===== config.mk =====
export PLATFORM = sky130hd
export DESIGN_NAME = alu_operand_entry
export DESIGN_NICKNAME = d
export VERILOG_FILES = /design/src/rtl/alu_operand_entry.sv
export SDC_FILE = /design/constraint.sdc
export NUM_CORES = 1
export LEC_CHECK = 0
export BUFFER_PORTS_ARGS = -buffer_cell sky130_fd_sc_hd__buf_4
export CORE_UTILIZATION = 30
export DETAILED_ROUTE_END_ITERATION = 12
export PLACE_DENSITY = 0.62
export SETUP_SLACK_MARGIN = 0.1
export SYNTH_ARGS = -nofsm -noshare
export SYNTH_HDL_FRONTEND = slang
export SYNTH_SLANG_ARGS = --single-unit

===== constraint.sdc =====
create_clock -name CLK -period 2.11 [get_ports CLK]
set_input_delay 0.211 -clock CLK [delete_from_list [all_inputs] [get_ports CLK]]
set_output_delay 0.211 -clock CLK [all_outputs]
set_load 0.005 [all_outputs]

===== src/rtl/alu_operand_entry.sv =====
// Two-key (ENTER/ABORT) entry of ALU operands and opcode from slide switches.
// Define ALU_OPERAND_ENTRY_DEBOUNCE_EN to compile in the per-key debounce counters.
module alu_operand_key #(
  parameter int DEBOUNCE_CYCLES = 50000
) (
  input  logic CLK,
  input  logic RST,
  input  logic key_n,
  output logic press
);
  logic [1:0] sync;
  logic       level, level_q;

  always_ff @(posedge CLK or posedge RST)
    if (RST) sync <= 2'b11;
    else     sync <= {sync[0], key_n};

`ifdef ALU_OPERAND_ENTRY_DEBOUNCE_EN
  logic [15:0] cnt;

  // Level flips only after DEBOUNCE_CYCLES consecutive disagreeing samples.
  always_ff @(posedge CLK or posedge RST)
    if (RST) begin
      level <= 1'b1;
      cnt   <= '0;
    end else if (sync[1] == level) begin
      cnt <= '0;
    end else if (cnt == 16'(DEBOUNCE_CYCLES - 1)) begin
      level <= sync[1];
      cnt   <= '0;
    end else begin
      cnt <= cnt + 16'd1;
    end
`else
  logic unused_cfg;
  assign unused_cfg = 1'(DEBOUNCE_CYCLES);
  assign level      = sync[1];
`endif

  // Falling edge of the accepted level is a press; rising edge is ignored.
  always_ff @(posedge CLK or posedge RST)
    if (RST) begin
      level_q <= 1'b1;
      press   <= 1'b0;
    end else begin
      level_q <= level;
      press   <= level_q & ~level;
    end
endmodule

module alu_operand_entry #(
  parameter int DEBOUNCE_CYCLES = 50000
) (
  input  logic        CLK,
  input  logic        RST,
  input  logic [1:0]  key_n,
  input  logic [17:0] sw,
  output logic [31:0] input1,
  output logic [31:0] input2,
  output logic [3:0]  op,
  output logic        go,
  output logic [1:0]  state
);
  typedef enum logic [1:0] {WAIT_A = 2'd0, WAIT_B = 2'd1, WAIT_OP = 2'd2, ISSUE = 2'd3} state_t;

  logic [1:0]  press;
  logic [17:0] sw_s1, sw_s2;
  logic [31:0] sw_ext;
  logic        enter, abort_key, cap_a, cap_b, cap_op, unused_sw;
  state_t      cur, nxt;

  alu_operand_key #(.DEBOUNCE_CYCLES(DEBOUNCE_CYCLES)) u_key [1:0] (
    .CLK   (CLK),
    .RST   (RST),
    .key_n (key_n),
    .press (press)
  );

  always_ff @(posedge CLK or posedge RST)
    if (RST) begin
      sw_s1 <= '0;
      sw_s2 <= '0;
    end else begin
      sw_s1 <= sw;
      sw_s2 <= sw_s1;
    end

  assign sw_ext    = {{16{sw_s2[16]}}, sw_s2[15:0]};
  assign unused_sw = sw_s2[17];
  assign enter     = press[0];
  assign abort_key = press[1];

  // ABORT dominates a simultaneous ENTER; ISSUE ignores both keys.
  always_comb begin
    nxt    = cur;
    cap_a  = 1'b0;
    cap_b  = 1'b0;
    cap_op = 1'b0;
    if (cur == ISSUE) begin
      nxt = WAIT_A;
    end else if (abort_key) begin
      nxt = WAIT_A;
    end else if (enter) begin
      case (cur)
        WAIT_A:  begin cap_a  = 1'b1; nxt = WAIT_B;  end
        WAIT_B:  begin cap_b  = 1'b1; nxt = WAIT_OP; end
        default: begin cap_op = 1'b1; nxt = ISSUE;   end
      endcase
    end
  end

  always_ff @(posedge CLK or posedge RST)
    if (RST) begin
      cur    <= WAIT_A;
      input1 <= '0;
      input2 <= '0;
      op     <= '0;
    end else begin
      cur <= nxt;
      if (cap_a)  input1 <= sw_ext;
      if (cap_b)  input2 <= sw_ext;
      if (cap_op) op     <= sw_s2[3:0];
    end

  assign go    = (cur == ISSUE);
  assign state = cur;
endmodule


==> run metrics, run 1 <==
Worst Hold Class=in2async; Worst-Skew Late Latency=340 ps; drt total wl=4930 µm; clock skew=6.28 ps; Cells after Synth=166; Final ANT Viol Nets=0; total number of vias=1,609; RSZ-0062 raised after global routing=false; final instance area=3890 µm²; vias in the first global route=1,606; RePlAce Congestion=~0.62; period utilisation layout=0.729; Setup TNS=0 ps; FF+latch count, synth=82; Fin. Hold Viols=0; final worst path period need=between 1500 and 2000 ps; DRC Markers=0; worst rel slew slack=0.474; Initial Util=0.308; CTS clk-pin slew, worst paths=roughly 80 ps; die height=99.5 µm; Critical path buffers and inverters=1; CTS Buf Count=9; Setup crit start kind=flop; Tightest Pin Transition=around 790 ps; GRT Total Usage=0.107; # clock sinks=82; area grow syn2layout=36.6%; Overflow after GRT=0; clk root buf=clkbuf_8; status=finished clean; Area after DPL=3520 µm²; net count after synthesis=188; delay-heaviest family, CP=flip-flops; drt pass-1 iters=3; First DRT Iteration DRCs=38; Worst VDD drop=0.440 mV; std cell rows=35; Detailed Place HPWL=3260 µm; wire length per cell=between 10 and 15 µm; kind of end point of the critical path=flop; CP arrival=1760 ps; fin util=0.421; IO Pins=93; worst setup path category=reg2reg; CTS max path bufs=2; Seq/Total Area, Yosys=0.723; largest net degree at the start of global routing=38; layout cell share with drive strength beyond 1=0.608; die width=99.5 µm; MaxCap Viol Count=0; Pwr Density=1100 nW/µm²; H-tree levels=3; WP data required=about 2300 ps; vias per inst=4.08; Max Clock Freq=around 650 MHz; crit path max fanout=16; postcts setup bufs=0; n_diodes=0; final setup fails=0; critical path's slowest cell=dfrtp_1; Worst path max stage delay=~470 ps; yosys warns=0; Port Buffers=a little over 90; CTS tree=built; initial antenna violation count=0; global-route wire length before repair=7890 µm; Die ar.=9890 µm²; leakage=1.80 nW; Post-Syn Area=2850 µm²; final max-slew violation count=0; synth unique cells=16; Syn Area/Cell=approximately 17 µm²; Final #Nets=282; critical path, cell by cell=nor4b_4 > buf_12 > mux2_2; Core Region=9240 µm²
## final timing paths
check,start,end,slack (ps),cells past startpoint
max,state[1]$_DFFE_PP0P_,input1[3]$_DFFE_PP0P_,570,3
min,RST,sw_s1[9]$_DFF_PP0_,5,2
max reg2reg,state[1]$_DFFE_PP0P_,input1[3]$_DFFE_PP0P_,570,3
min reg2reg,sw_s1[14]$_DFF_PP0_,sw_s2[14]$_DFF_PP0_,350,0
max in group asynchronous,RST,u_key[0].level_q$_DFF_PP1_,1410,3
min in group CLK,sw_s1[14]$_DFF_PP0_,sw_s2[14]$_DFF_PP0_,350,0
## repair_timing
action,4_1_cts,5_1_grt
resized for setup,0,0
endpoints found under the hold margin,19,0
hold buffers,19,0
## layout make-up
class / count / area, µm²
sequential: 82 / 2060
fill: 845 / 5350
clock buffer: 10 / 138
clock inverter: 6 / 50.0
timing repair buffer: 116 / 943
inverter: 1 / 7.51
multi-input combinational: 50 / 534
tap: 129 / 161
## Yosys cell counts
master | number | area, µm²
buf_6 | 2 | 22.5
nor4b_4 | 1 | 23.8
mux2_2 | 38 | 428
nand3b_1 | 1 | 7.51
nor2b_1 | 2 | 12.5
or3b_2 | 1 | 8.76
and4bb_1 | 1 | 12.5
nand2b_1 | 2 | 12.5
and2_1 | 1 | 6.26
a21oi_1 | 2 | 10.0
dfrtp_1 | 76 | 1900
and4bb_2 | 1 | 12.5
buf_2 | 1 | 5.00
buf_4 | 30 | 225
inv_1 | 1 | 3.75
dfstp_2 | 6 | 158
## routing by layer
| layer | track usage | up-vias | share of wire |
|---|---|---|---|
| li1 | - | 715 | - |
| met1 | 0.125 | 814 | 0.42 |
| met2 | 0.178 | 73 | 0.50 |
| met3 | 0.0387 | 7 | 0.067 |
| met4 | 0.0475 | 0 | 0.014 |
| met5 | 0 | - | 0 |
## state kept, by name (all words and copies together), names as in the netlist
name,flops
sw_s2,17
sw_s1,17
u_key.sync,4
input2,17
u_key.level_q,2
input1,17
op,4
state,2
u_key.press,2
## through the flow
stage	power (W)	hold WS, ps	std cells	setup WS, ps
CTS	0.00437	22.7	394	552
floorplan	0.00272	215	166	543
global placement	0.00325	321	359	589
finish	0.00429	5.48	394	571
detailed placement	0.00328	320	359	585
global route	0.00454	49.5	394	489
## worst reg2reg max path, stage by stage (launching register included)
cell and delay (ps):
dfrtp_1 470, nor4b_4 380, buf_12 210, mux2_2 360
## power by group
| group | internal, W | switching (W) |
|---|---|---|
| Clock | 0.000469 | 0.000569 |
| Sequential | 0.00188 | 0.000216 |
| Combinational | 0.000813 | 0.000344 |
| Total | 0.00316 | 0.00113 |
## cell families after synthesis
| logic type | Yosys count | share of synthesized area |
|---|---|---|
| flip-flops | 82 | 0.723 |
| buffers and inverters | 34 | 0.0900 |
| AO/OA/AOI/OAI | 2 | 0.00351 |
| AND/OR/NAND/NOR | 10 | 0.0338 |
| multiplexers | 38 | 0.150 |
## cell usage in the layout, fill, tap and decap left out
master and count:
nor2b_1 2, inv_6 1, and4bb_1 1, dfstp_2 6, nor4b_4 1, a21oi_1 2
dfrtp_1 76, mux2_2 38, nand2b_1 2, or3b_2 1, clkbuf_8 10, dlygate4sd3_1 19
and4bb_2 1, clkinv_4 3, clkinvlp_4 3, buf_12 2, and2_1 1, nand3b_1 1
buf_4 95
Power figures use the tool's default switching activity.
==> inputs of run 2 (changes only) <==
clock period = 1.4 ns   (was 2.11 ns; I/O delays follow)
==> run metrics, run 2 (synthesized netlist as in run 1, its figures left out) <==
vias in the first global route=1,590 (-1.0%); status=complete, but fails checks; area grow syn2layout=48.8%; global-route wire length before repair=8180 µm (+3.7%); period utilisation layout=1.06 (+0.332); worst r2r path cells=4 (+1); final instance area=4240 µm² (+8.9%); die height=99.5 µm (unchanged); WP data required=1630 ps (-700 ps); DRC Markers=0 (unchanged); final worst path period need=1490 ps (-53.0 ps); CTS Buf Count=9 (unchanged); IO Pins=93 (unchanged); final setup fails=34 (+34); Sequential Power Share=0.448 (-0.041); # clock sinks=82 (unchanged); most common cell after layout, fill and taps aside=buf_4; largest net degree at the start of global routing=35 (-7.9%); die width=99.5 µm (unchanged); Pwr Density=1680 nW/µm² (+52%); CP arrival=1710 ps (-50 ps); drt pass-1 iters=3 (unchanged); clock share of power=0.261 (+0.019); final worst slack=-85.5 ps (-657 ps); CTS clk-pin slew, worst paths=80 ps (about the same); Worst path max stage delay=450 ps (-20 ps); crit path max fanout=7 (-9); kind of end point of the critical path=flop; Fin. Hold Viols=0 (unchanged); leakage=2.01 nW (+11%); Core Region=9240 µm² (unchanged); WHS=346 ps (+341 ps); logic gate share of total power=0.292 (+0.022); MaxCap Viol Count=0 (unchanged); clk root buf=clkbuf_8; worst setup path category=reg2reg; Final ANT Viol Nets=0 (unchanged); worst slack, placed=-55.7 ps (-641 ps); Initial Util=0.308 (unchanged); GRT Total Usage=0.114 (+0.00651); clock skew=6.54 ps (+0.253 ps); total power=0.00712 W (+66%); std cell rows=35 (unchanged); Power Internal=0.00540 W (+71%); Area after DPL=3600 µm² (+2.3%); total number of vias=1,617 (+0.50%); sw frac=0.242 (-0.0209); Overflow after GRT=0 (unchanged); layout cell share with drive strength beyond 1=0.638 (+0.0301); final max-slew violation count=0 (unchanged); Worst Hold Class=reg2reg; Worst VDD drop=0.794 mV (+80%); H-tree levels=3 (unchanged); CTS tree=built; hold-critical path depth=0; critical path's slowest cell=dfrtp_2; wire length per cell=13.5 µm (+7.7%); worst rel slew slack=0.727 (+0.252); RePlAce Congestion=0.687 (+11%); Max Clock Freq=673 MHz (+3.6%); Tightest Pin Transition=409 ps (-378 ps); critical path, cell by cell=nor4b_4 > buf_4 > clkbuf_16 > mux2_4; Setup crit start kind=flop; n_diodes=0 (unchanged); most frequent cells in the layout=96 x buf_4, 72 x dfrtp_1, 37 x mux2_4, 20 x dlygate4sd3_1, 10 x clkbuf_8; net switching power=0.00172 W (+53%); Final #Nets=293 (+3.9%); drt total wl=5460 µm (+11%); vias per inst=3.99 (-2.2%); CTS max path bufs=2 (unchanged); Detailed Place HPWL=3230 µm (-0.75%); failing checks=negative setup slack; Die ar.=9890 µm² (unchanged); First DRT Iteration DRCs=24 (-37%); Worst-Skew Late Latency=340 ps (about the same); initial antenna violation count=0 (unchanged); Reg2Reg Setup Slack=-90 ps (-660 ps); RSZ-0062 raised after global routing=true; Port Buffers=91 (unchanged)
==> run 2: cell types whose count changed in the layout (fill, tap and decap cells not counted), moves of 2 or more <==
cell,previous run,this run
buf_12,2,5
buf_6,0,5
bufinv_16,0,2
clkbuf_1,0,2
clkinv_4,3,0
clkinvlp_4,3,1
dfrtp_1,76,72
dfrtp_2,0,4
mux2_2,38,1
mux2_4,0,37
==> run 2: metal layers <==
layer | vias up | share of wire | GRT usage
met1 | 799 | 0.46 | 0.141
met3 | 10 | 0.051 | 0.0365
met4 | 0 | 0.019 | 0.0645
li1 | 736 | - | -
met5 | - | 0 | 0
met2 | 72 | 0.48 | 0.176
==> run 2: area by class of cell <==
cell class | instances | area (µm²)
well taps | 129 | 161
multi-input cells | 50 | 686
flip-flops and latches | 82 | 2060
clock inverters | 4 | 73.8
clock buffers | 12 | 145
repair buffers | 127 | 1100
fillers | 810 | 5000
inverters | 1 | 7.51
==> run 2: critical path: cells and delay by family, from the launching register on <==
kind | cells | cell delay, ps
and+or+nand+nor | 1 | 270
buffers and inverters | 2 | 350
muxes | 1 | 300
DFF | 1 | 450
==> run 2: stage by stage <==
stage	util	std cells	setup TNS, ps
after floorplan	-	166	-1590
after global placement	0.389	363	-656
after detailed placement	0.389	363	-763
after CTS	0.447	401	-928
after global routing	0.459	405	-2350
final	0.459	405	-1310
==> run 2: path summary, 6_finish.rpt <==
kind                                      start                          to
hold / removal               sw_s1[0]$_DFF_PP0_          sw_s2[0]$_DFF_PP0_
max in group asynchronous                   RST  u_key[1].sync[0]$_DFF_PP1_
setup / recovery           state[1]$_DFFE_PP0P_      input1[10]$_DFFE_PP0P_
min in group asynchronous                   RST      input1[12]$_DFFE_PP0P_
setup reg to reg           state[1]$_DFFE_PP0P_      input1[10]$_DFFE_PP0P_
hold reg to reg              sw_s1[0]$_DFF_PP0_          sw_s2[0]$_DFF_PP0_
==> run 2: timing repair <==
action,CTS,global route
pin swaps,2,5
hold buffers,20,0
setup buffers,2,3
cloned,0,1
endpoints found under the setup margin,71,41
resized for setup,28,18
hold endpoints to repair,34,0
==> run 2: power by group through the flow <==
stage	Combinational, W	Clock (W)	Sequential (W)
2_1_floorplan	0.000984	0	0.00320
3_3_place_gp	0.00180	0	0.00321
3_5_place_dp	0.00183	0	0.00322
4_1_cts	0.00200	0.00192	0.00319
5_1_grt	0.00225	0.00202	0.00327
6_report	0.00208	0.00186	0.00319
==> inputs of run 3 (changes only) <==
ABC_CLOCK_PERIOD_IN_PS = 1500   (was unset)
PLACE_DENSITY = 0.6   (was 0.62)
clock period = 1.5 ns   (was 1.4 ns; I/O delays follow)
==> run metrics, run 3 (synthesized netlist as in run 1, its figures left out) <==
status=finished clean; largest net degree at the start of global routing=83 (+140%); Reg2Reg Setup Slack=30 ps (+120 ps); Overflow after GRT=0 (unchanged); hold-critical path depth=0 (unchanged); Pwr Density=1590 nW/µm² (-5.1%); Core Region=9240 µm² (unchanged); Tightest Pin Transition=433 ps (+24.0 ps); Port Buffers=91 (unchanged); Sequential Power Share=0.450 (+0.002); critical path, cell by cell=nor4b_4 > buf_6 > buf_12 > mux2_4; Hold Startpoint=sw_s1[1]$_DFF_PP0_; Detailed Place HPWL=3080 µm (-4.7%); period utilisation layout=0.978 (-0.0835); critical path's slowest cell=dfrtp_2; Worst-Skew Late Latency=340 ps (about the same); initial antenna violation count=0 (unchanged); First DRT Iteration DRCs=54 (+130%); IO Pins=93 (unchanged); drt pass-1 iters=4 (+1); CTS Buf Count=9 (unchanged); H-tree levels=3 (unchanged); Initial Util=0.308 (unchanged); clock skew=5.55 ps (-0.992 ps); logic gate share of total power=0.281 (-0.011); final worst path period need=1470 ps (-19.1 ps); sw frac=0.246 (+0.00426); die width=99.5 µm (unchanged); fin util=0.448 (-0.0107); Fin. Hold Viols=0 (unchanged); Final #Nets=287 (-2.0%); kind of end point of the critical path=flop; final max-slew violation count=0 (unchanged); std cell rows=35 (unchanged); leakage=1.96 nW (-2.4%); RePlAce Congestion=0.614 (-11%); die height=99.5 µm (unchanged); total number of vias=1,602 (-0.93%); CP arrival=1690 ps (-20 ps); Power Internal=0.00497 W (-7.8%); Critical R2R Launch=state[1]$_DFFE_PP0P_; WP data required=1730 ps (+100 ps); Worst Hold Class=reg2reg; # clock sinks=82 (unchanged); Setup crit start kind=flop; CTS max path bufs=2 (unchanged); Final ANT Viol Nets=0 (unchanged); Hold Path End=sw_s2[1]$_DFF_PP0_; worst r2r path cells=4 (unchanged); MaxCap Viol Count=0 (unchanged); RSZ-0062 raised after global routing=true; crit path max fanout=7 (unchanged); global-route wire length before repair=8290 µm (+1.4%); n_diodes=0 (unchanged); CTS clk-pin slew, worst paths=80 ps (about the same); area grow syn2layout=45.3%; vias in the first global route=1,567 (-1.4%); CTS tree=built; GRT Total Usage=0.114 (about the same); wire length per cell=13.0 µm (-3.6%); Worst VDD drop=0.725 mV (-8.7%); DRC Markers=0 (unchanged); Die ar.=9890 µm² (unchanged); Max Clock Freq=682 MHz (+1.3%); vias per inst=4.02 (+0.56%); layout cell share with drive strength beyond 1=0.626 (-0.0118); worst setup path category=reg2reg; worst rel slew slack=0.711 (-0.0154); net switching power=0.00163 W (-5.7%); final setup fails=0 (-100%); Worst path max stage delay=440 ps (about the same); total power=0.00660 W (-7.3%); clk root buf=clkbuf_8; most common cell after layout, fill and taps aside=buf_4; clock share of power=0.268 (+0.007); drt total wl=5190 µm (-5.0%); most frequent cells in the layout=93 x buf_4, 72 x dfrtp_1, 32 x mux2_4, 20 x dlygate4sd3_1, 10 x clkbuf_8; FF-to-FF End=input1[9]$_DFFE_PP0P_
run 3: how the worst max path moves through the flow:
stage               slack [ps]                startpoint                     end
detailed placement          10  u_key[1].press$_DFF_PP0_   input1[9]$_DFFE_PP0P_
floorplan                  -50      state[1]$_DFFE_PP0P_  input1[10]$_DFFE_PP0P_
finish                      30      state[1]$_DFFE_PP0P_   input1[9]$_DFFE_PP0P_
global placement            30  u_key[1].press$_DFF_PP0_   input1[6]$_DFFE_PP0P_
CTS                         30      state[1]$_DFFE_PP0P_   input1[9]$_DFFE_PP0P_
global route                -9      state[1]$_DFFE_PP0P_   input1[9]$_DFFE_PP0P_
run 3: worst max-delay path: cells and delay by family (launching register included):
| kind | cells | cell delay [ps] |
|---|---|---|
| buffers and inverters | 2 | 320 |
| and+or+nand+nor | 1 | 290 |
| muxes | 1 | 300 |
| DFF | 1 | 440 |
run 3: what timing repair did:
action,4_1_cts,5_1_grt
pin swaps,1,0
hold endpoints to repair,95,0
gates cloned,1,0
setup endpoints to repair,35,60
gates resized for setup,23,9
hold buffers,20,0
setup buffers,2,0
run 3: layout make-up:
class                   instances  area, µm²
well taps                     129        161
repair buffers                121       1030
multi-input cells              50        654
fillers                       826       5100
flip-flops and latches         82       2060
inverters                       1       7.51
clock buffers                  10        138
clock inverters                 6       90.1
run 3: power by group through the flow:
stage | registers [W] | logic (W) | clock network [W]
final | 0.00297 | 0.00186 | 0.00177
after detailed placement | 0.00300 | 0.00170 | 0
after global placement | 0.00298 | 0.00167 | 0
after global routing | 0.00305 | 0.00200 | 0.00195
after CTS | 0.00298 | 0.00185 | 0.00185
after floorplan | 0.00298 | 0.000918 | 0
run 3: per-layer routing:
metal  part of all wire  track usage
met5                  0            0
met4              0.016       0.0543
met3              0.059       0.0401
met2               0.48        0.170
met1               0.44        0.147
run 3: stage by stage:
step	instance area [µm²]	setup WS (ps)	cells	hold slack [ps]	setup TNS [ps]
floorplan	2900	-54.9	166	154	-549
global placement	3560	33.7	360	259	0
detailed placement	3560	15.0	360	260	0
CTS	4120	30.7	399	345	0
global route	4140	-9.02	399	358	-19.9
finish	4140	33.6	399	344	0
